===== src/rtl/instruction_encode.sv =====
// instruction_encode: two-stage RV32I instruction word encoder.
// S1 registers the incoming field bundle; its combinational tail assembles the
// word for the selected format and decides whether the bundle is illegal.
// S2 registers the assembled word and error flag and presents them downstream.
// Optional feature: define ENC_IMM_CHECK_EN to also flag immediates that the
// selected format cannot represent (otherwise unused imm bits are dropped).
`timescale 1ns/1ps

module instruction_encode (
    input  logic        clk,
    input  logic        reset,
    input  logic        in_valid,
    output logic        in_ready,
    input  logic        is_r_instr,
    input  logic        is_i_instr,
    input  logic        is_s_instr,
    input  logic        is_b_instr,
    input  logic        is_u_instr,
    input  logic        is_j_instr,
    input  logic [6:0]  opcode,
    input  logic [4:0]  rd,
    input  logic [2:0]  funct3,
    input  logic [4:0]  rs1,
    input  logic [4:0]  rs2,
    input  logic [6:0]  funct7,
    input  logic [31:0] imm,
    output logic        out_valid,
    input  logic        out_ready,
    output logic [31:0] instr,
    output logic        err,
    output logic [7:0]  err_count
);

    localparam int NUM_FMT = 6;
    localparam int FMT_R   = 0;
    localparam int FMT_I   = 1;
    localparam int FMT_S   = 2;
    localparam int FMT_B   = 3;
    localparam int FMT_U   = 4;
    localparam int FMT_J   = 5;
    localparam logic [31:0] NOP_WORD = 32'h0000_0013;

    // Format selects gathered into one vector, indexed by the FMT_* constants.
    logic [NUM_FMT-1:0] sel_in;
    assign sel_in = {is_j_instr, is_u_instr, is_b_instr, is_s_instr, is_i_instr, is_r_instr};

    // Stage 1 state.
    logic               s1_valid_reg;
    logic [NUM_FMT-1:0] s1_sel_reg;
    logic [6:0]         s1_opcode_reg;
    logic [4:0]         s1_rd_reg;
    logic [2:0]         s1_funct3_reg;
    logic [4:0]         s1_rs1_reg;
    logic [4:0]         s1_rs2_reg;
    logic [6:0]         s1_funct7_reg;
    logic [31:0]        s1_imm_reg;

    // Stage 2 state.
    logic               s2_valid_reg;
    logic [31:0]        instr_reg;
    logic               err_reg;
    logic [7:0]         err_count_reg;
    logic [7:0]         err_count_next;

    // Combinational assembly from the S1 registers.
    logic [31:0]        fmt_word   [NUM_FMT];
    logic [31:0]        fmt_masked [NUM_FMT];
    logic [NUM_FMT-1:0] imm_bad_fmt;
    logic [31:0]        word_any;
    logic [31:0]        s1_word;
    logic               sel_one_hot;
    logic               imm_bad;
    logic               s1_err;

    // Handshake: S2 accepts when empty or draining; S1 when empty or moving on.
    logic s2_load;
    logic s1_load;
    assign s2_load  = !s2_valid_reg || out_ready;
    assign s1_load  = !s1_valid_reg || s2_load;
    assign in_ready = s1_load;

    // Stage 1 register: capture the field bundle whenever S1 is free to load.
    always_ff @(posedge clk) begin
        if (reset) begin
            s1_valid_reg <= 1'b0;
        end else if (s1_load) begin
            s1_valid_reg <= in_valid;
            if (in_valid) begin
                s1_sel_reg    <= sel_in;
                s1_opcode_reg <= opcode;
                s1_rd_reg     <= rd;
                s1_funct3_reg <= funct3;
                s1_rs1_reg    <= rs1;
                s1_rs2_reg    <= rs2;
                s1_funct7_reg <= funct7;
                s1_imm_reg    <= imm;
            end
        end
    end

    // Bit layouts of the six RV32I formats.
    assign fmt_word[FMT_R] = {s1_funct7_reg, s1_rs2_reg, s1_rs1_reg, s1_funct3_reg,
                              s1_rd_reg, s1_opcode_reg};
    assign fmt_word[FMT_I] = {s1_imm_reg[11:0], s1_rs1_reg, s1_funct3_reg,
                              s1_rd_reg, s1_opcode_reg};
    assign fmt_word[FMT_S] = {s1_imm_reg[11:5], s1_rs2_reg, s1_rs1_reg, s1_funct3_reg,
                              s1_imm_reg[4:0], s1_opcode_reg};
    assign fmt_word[FMT_B] = {s1_imm_reg[12], s1_imm_reg[10:5], s1_rs2_reg, s1_rs1_reg,
                              s1_funct3_reg, s1_imm_reg[4:1], s1_imm_reg[11], s1_opcode_reg};
    assign fmt_word[FMT_U] = {s1_imm_reg[31:12], s1_rd_reg, s1_opcode_reg};
    assign fmt_word[FMT_J] = {s1_imm_reg[20], s1_imm_reg[10:1], s1_imm_reg[11],
                              s1_imm_reg[19:12], s1_rd_reg, s1_opcode_reg};

    // AND-OR mux: only the selected format contributes when the select is one-hot.
    generate
        for (genvar gi = 0; gi < NUM_FMT; gi++) begin : g_fmt_mask
            assign fmt_masked[gi] = fmt_word[gi] & {32{s1_sel_reg[gi]}};
        end
    endgenerate

    // Combine the masked format words.
    always_comb begin
        word_any = '0;
        for (int k = 0; k < NUM_FMT; k++) begin
            word_any = word_any | fmt_masked[k];
        end
    end

`ifdef ENC_IMM_CHECK_EN
    // Immediate range/alignment checks per format; R has no immediate.
    assign imm_bad_fmt[FMT_R] = 1'b0;
    assign imm_bad_fmt[FMT_I] = s1_imm_reg[31:11] != {21{s1_imm_reg[11]}};
    assign imm_bad_fmt[FMT_S] = s1_imm_reg[31:11] != {21{s1_imm_reg[11]}};
    assign imm_bad_fmt[FMT_B] = (s1_imm_reg[31:12] != {20{s1_imm_reg[12]}}) || s1_imm_reg[0];
    assign imm_bad_fmt[FMT_U] = |s1_imm_reg[11:0];
    assign imm_bad_fmt[FMT_J] = (s1_imm_reg[31:20] != {12{s1_imm_reg[20]}}) || s1_imm_reg[0];
`else
    // Immediate bits outside the selected format are simply dropped.
    assign imm_bad_fmt = '0;
`endif

    assign imm_bad     = |(imm_bad_fmt & s1_sel_reg);
    assign sel_one_hot = (s1_sel_reg != '0) && ((s1_sel_reg & (s1_sel_reg - 6'd1)) == '0);
    assign s1_err      = !sel_one_hot || (s1_opcode_reg[1:0] != 2'b11) || imm_bad;
    assign s1_word     = s1_err ? NOP_WORD : word_any;

    // Stage 2 register: take the assembled word when S2 is empty or being drained.
    always_ff @(posedge clk) begin
        if (reset) begin
            s2_valid_reg <= 1'b0;
            instr_reg    <= '0;
            err_reg      <= 1'b0;
        end else if (s2_load) begin
            s2_valid_reg <= s1_valid_reg;
            if (s1_valid_reg) begin
                instr_reg <= s1_word;
                err_reg   <= s1_err;
            end
        end
    end

    // Error counter steps on each handed-off illegal word and sticks at all-ones.
    always_comb begin
        err_count_next = err_count_reg;
        if (s2_valid_reg && out_ready && err_reg && (err_count_reg != 8'hFF)) begin
            err_count_next = err_count_reg + 8'd1;
        end
    end

    // Error counter register.
    always_ff @(posedge clk) begin
        if (reset) begin
            err_count_reg <= '0;
        end else begin
            err_count_reg <= err_count_next;
        end
    end

    assign out_valid = s2_valid_reg;
    assign instr     = instr_reg;
    assign err       = err_reg;
    assign err_count = err_count_reg;

endmodule


===== config.mk =====
export PLATFORM = sky130hd
export DESIGN_NAME = instruction_encode
export DESIGN_NICKNAME = d
export VERILOG_FILES = /design/src/rtl/instruction_encode.sv
export SDC_FILE = /design/constraint.sdc
export NUM_CORES = 1
export LEC_CHECK = 0
export ABC_AREA = 1
export CAP_MARGIN = 20
export CORE_MARGIN = 3
export CORE_UTILIZATION = 45
export DETAILED_ROUTE_END_ITERATION = 10
export HOLD_SLACK_MARGIN = 0.15
export PLACE_DENSITY = 0.77
export SKIP_CTS_REPAIR_TIMING = 1
export SYNTH_ARGS = -nofsm -noshare
export SYNTH_HDL_FRONTEND = slang
export SYNTH_SLANG_ARGS = --single-unit

===== constraint.sdc =====
create_clock -name clk -period 2.8 [get_ports clk]
set_clock_uncertainty 0.1 [all_clocks]
set_input_delay 0.7 -clock clk [delete_from_list [all_inputs] [get_ports clk]]
set_output_delay 0.7 -clock clk [all_outputs]
set_load 0.05 [all_outputs]

# After elaboration in Yosys (flattened, before gate mapping)
# Index checks and enable logic that the tools add are counted.
word_totals:
  input_bits: 74
  output_inout_bits: 43
  regBits: 113
classes:
  bitwise: 13
  reduce_logical: 14
  add_sub_neg: 2
  n_mux: 1
  n_eq_ne: 2
ops:
  columns: ["cell", "n"]
  rows:
  - ["$and A32 B32 Y32", 6]
  - ["$or A32 B32 Y32", 5]
  - ["$mux W32", 1]
  - ["$add A8 B1 Y8 const B", 1]
  - ["$ne A8 B8 Y1 const B", 1]
  - ["$and A6 B6 Y6", 1]
  - ["$logic_not A6 Y1", 1]
  - ["$reduce_bool A6 Y1", 1]
  - ["$sub A6 B1 Y6 const B", 1]
  - ["$logic_and A1 B1 Y1", 4]
  - ["$logic_not A1 Y1", 3]
  - ["$logic_or A1 B1 Y1", 3]
  - ["$reduce_and A3 Y1", 1]
  - ["$ne A2 B2 Y1 const B", 1]
  - ["$reduce_and A2 Y1", 1]
  - ["$not A1 Y1", 1]

# Depth between registers and ports, before layout
logic_depth:
  word_depth: 7
  mapped_depth: 10

# Worst setup path after synthesis
# Ideal clock, no wire load.
synth_timing:
  kind: "in2reg"
  startpoint: "in out_ready"
  endpoint: "reg s1_funct3_reg[0] (enable)"
  cell_stages: 4
  setup_slack_ps: -433
  setup_time_ps: 424
  path_buffers: 0
  arrival_ps: 2709
  required_ps: 2276
  cell_sequence: "inv_1 > nand3_1 > nand3_1 > inv_1"
synth_via:
  elab_chain_len: 3
synth_rtl:
  columns: ["element", "line", "source"]
  rows:
  - ["start, declared", "28", "input logic out_ready,"]
  - ["$logic_or A1 B1 Y1", "78", "assign s2_load = !s2_valid_reg || out_ready;"]
  - ["$logic_or A1 B1 Y1", "79", "assign s1_load = !s1_valid_reg || s2_load;"]
  - ["via in_ready", "13", "output logic in_ready,"]
  - ["$reduce_and A3 Y1 (no line)", null, null]
  - ["end signal, assigned", "92", "s1_funct3_reg <= funct3;"]
  - ["end, declared", "52", "logic [2:0] s1_funct3_reg;"]
# The timed path passes the listed nets, and every way through them passes these cells.
# A chain may end at the register's enable or synchronous reset.

# Final worst setup path
layout_timing:
  startpoint: "reg s2_valid_reg (netlist: out_valid)"
  endpoint: "out out_valid"
layout_rtl:
  columns: ["element", "line", "source"]
  rows:
  - ["start, declared", "59", "logic s2_valid_reg;"]
  - ["start signal, assigned", "154", "s2_valid_reg <= s1_valid_reg;"]
  - ["end, declared", "27", "output logic out_valid,"]
# No word-level cell between the ends.

==> impl_results.md <==
* Die ar. at 12000 um^2
* RSZ-0062 raised after global routing: no
* GR Util All Layers at 19.0%
* H-tree lvl count at 4
* Final routed DRC violation total at 0
* Worst Path Buf+Inv at 1
* Post-DRT Antenna Nets at 0
* Antenna cells at 0
* Buffers added on ports at 116
* Clock transition at path regs at 50 ps
* Synth warn at 0
* Fin. max-slew vios at 0
* Maximum vdd drop at 0.398 mV
* Later-pin clock latency in the skew report at 500 ps
* CP Data Required Time at 2000 ps
* Gpl congestion at 0.782
* Initial drt markers at 189
* Actual slew at the worst max-slew pin at 913 ps
* Initial core utilization at 46.4%
* Area grow syn2layout at 36.2%
* First-pass GRT wire length at 17.2 mm
* Crit path time final at 2640 ps
* Max Clk Rate at 379 MHz
* Root Driver: clkbuf_8
* Synth Instances at 450
* Drt first pass iters at 4
* Net Count, Synth at 525
* Delay-heaviest family, CP: buffers and inverters
* Share of the synthesized area in the top cell type at 43.7%
* Lkg Pwr at 2.43 nW
* Number of I/O pins at 117
* Die Ht at 109 um
* Post-route setup TNS at 0 ps
* Die X at 109 um
* Syn avg cell area at 10.7 um^2
* Number of fillers in the final layout at 861
* Fin. Hold Viols at 0
* Routed length per instance at 15.0 um
* Core area at 10400 um^2
* Fin util at 63.2%
* Yosys top cell by area: edfxtp_1
* CP endpoint kind: output port
* Sequential share of the synthesized area at 61.6%
* Max-slew headroom at 39.1%
* Nets@finish at 649
* Clock Tree Buf Depth at 2
* Initial antenna violation count at 0
* Maximum fanout along the worst path at 5
* Mapped Area at 4810 um^2
* CTS Buf Count at 17
* TritonCTS clock tree: built
* Critical Path Max Stage Delay at 870 ps
* Via count at 3460
* WS Path Type: register to output port
* Final HPWL DP at 7.69 mm
* Vias/cell at 4.79
* Status: complete, no violations
* #FFs+latches synth at 113
* Final period util at 94.2%
* Clock Sink Count at 113
* Post-Route WL at 10.8 mm
* Top cells by area, synth: edfxtp_1 44%, dfxtp_1 18%, nand2_1 13%
* Gr ovfl total at 0
* WHS at 379 ps
* Hold Crit Class: register to register
* Layout cells sized above 1 at 19.6%
* Max-cap viol count at 0
* Final setup viols at 0
* Worst setup SP type: register
* Library cells used by synthesis at 31
* Vias in the first global route at 3563
* Pwr dens at 607 nW/um^2
* Slowest CP cell: clkdlybuf4s50_1
* # rows at 37
* Critical Path AT at 1840 ps
* Crit-path cells: clkdlybuf4s50_1
* Pin count of the biggest net entering global routing at 62
cell usage after synthesis, drive strengths merged:
cell	count
a21oi	37
buf	7
clkbuf	9
dfxtp	43
edfxtp	70
ha	1
inv	35
nand2	175
nand3	41
nand4	1
nor2	23
nor3	1
o21ai	4
xnor2	1
xor2	2
layout by cell type, fill, tap and decap left out:
| cell type | n |
|---|---|
| nor2_2 | 2 |
| nor2_8 | 1 |
| nand3_2 | 30 |
| nand4_1 | 1 |
| o21ai_0 | 3 |
| ha_1 | 1 |
| nand2_4 | 3 |
| inv_1 | 26 |
| a21oi_4 | 1 |
| xor2_1 | 2 |
| nand3_4 | 1 |
| nand2_1 | 169 |
| bufinv_16 | 1 |
| o21ai_1 | 1 |
| nor2_1 | 18 |
| nor3_1 | 1 |
| nand3_1 | 10 |
| clkinv_2 | 5 |
| clkbuf_16 | 16 |
| nor2_4 | 2 |
| inv_2 | 7 |
| buf_4 | 4 |
| buf_12 | 2 |
| edfxtp_1 | 70 |
| xnor2_1 | 1 |
| clkbuf_1 | 1 |
| buf_2 | 1 |
| dfxtp_1 | 43 |
| a21oi_2 | 29 |
| inv_6 | 1 |
| a21oi_1 | 7 |
| clkinv_4 | 1 |
| clkdlybuf4s50_1 | 114 |
| clkinv_1 | 3 |
| clkbuf_8 | 1 |
| nand2_2 | 3 |
| clkinvlp_4 | 4 |
per-layer routing:
| layer | track usage (%) | share of wire (%) |
|---|---|---|
| met5 | 0 | 0 |
| met4 | 5.88 | 1.4 |
| met3 | 6.22 | 6.7 |
| met2 | 33.8 | 53 |
| met1 | 21.5 | 39 |
cell families after synthesis:
family	share of synthesized area, %
compound gates	6.76
fa+ha+maj	0.260
buf+inv	6.45
flops	61.6
xor+xnor	0.546
simple gates	24.4
power breakdown:
part | leakage [nW] | internal (W) | switching, W
combinational | 1.18 | 0.000136 | 0.000154
clock | 0.248 | 0.00115 | 0.000681
sequential | 1.00 | 0.00183 | 0.0000293
total | 2.43 | 0.00311 | 0.000864
final timing paths:
check | cells past startpoint | startpoint | end | slack [ps]
max | 1 | out_valid | out_valid | 160
min | 2 | instr[23] | instr[23] | 380
max reg2reg | 7 | s1_sel_reg[4] | instr[31] | 880
min reg2reg | 2 | instr[23] | instr[23] | 380
metrics by stage:
step	total power, W	instance area, um^2	cells	setup slack [ps]
finish	0.00398	6560	722	163
global route	0.00413	6560	722	79.0
CTS	0.00402	6560	722	133
detailed placement	0.00218	6040	691	145
global placement	0.00217	6040	691	276
floorplan	0.00204	4830	450	33.9
final cells by class:
type                       instances  area, um^2  share of cell area, %
sequential                       113        2960                   45.2
multi-input combinational        286        1550                   23.7
timing repair buffer             121        1220                   18.5
clock buffer                      18         418                   6.37
tap                              136         170                   2.59
inverter                          35         140                   2.14
clock inverter                    13        97.6                   1.49
No activity file was read; power rests on OpenSTA's default activity.
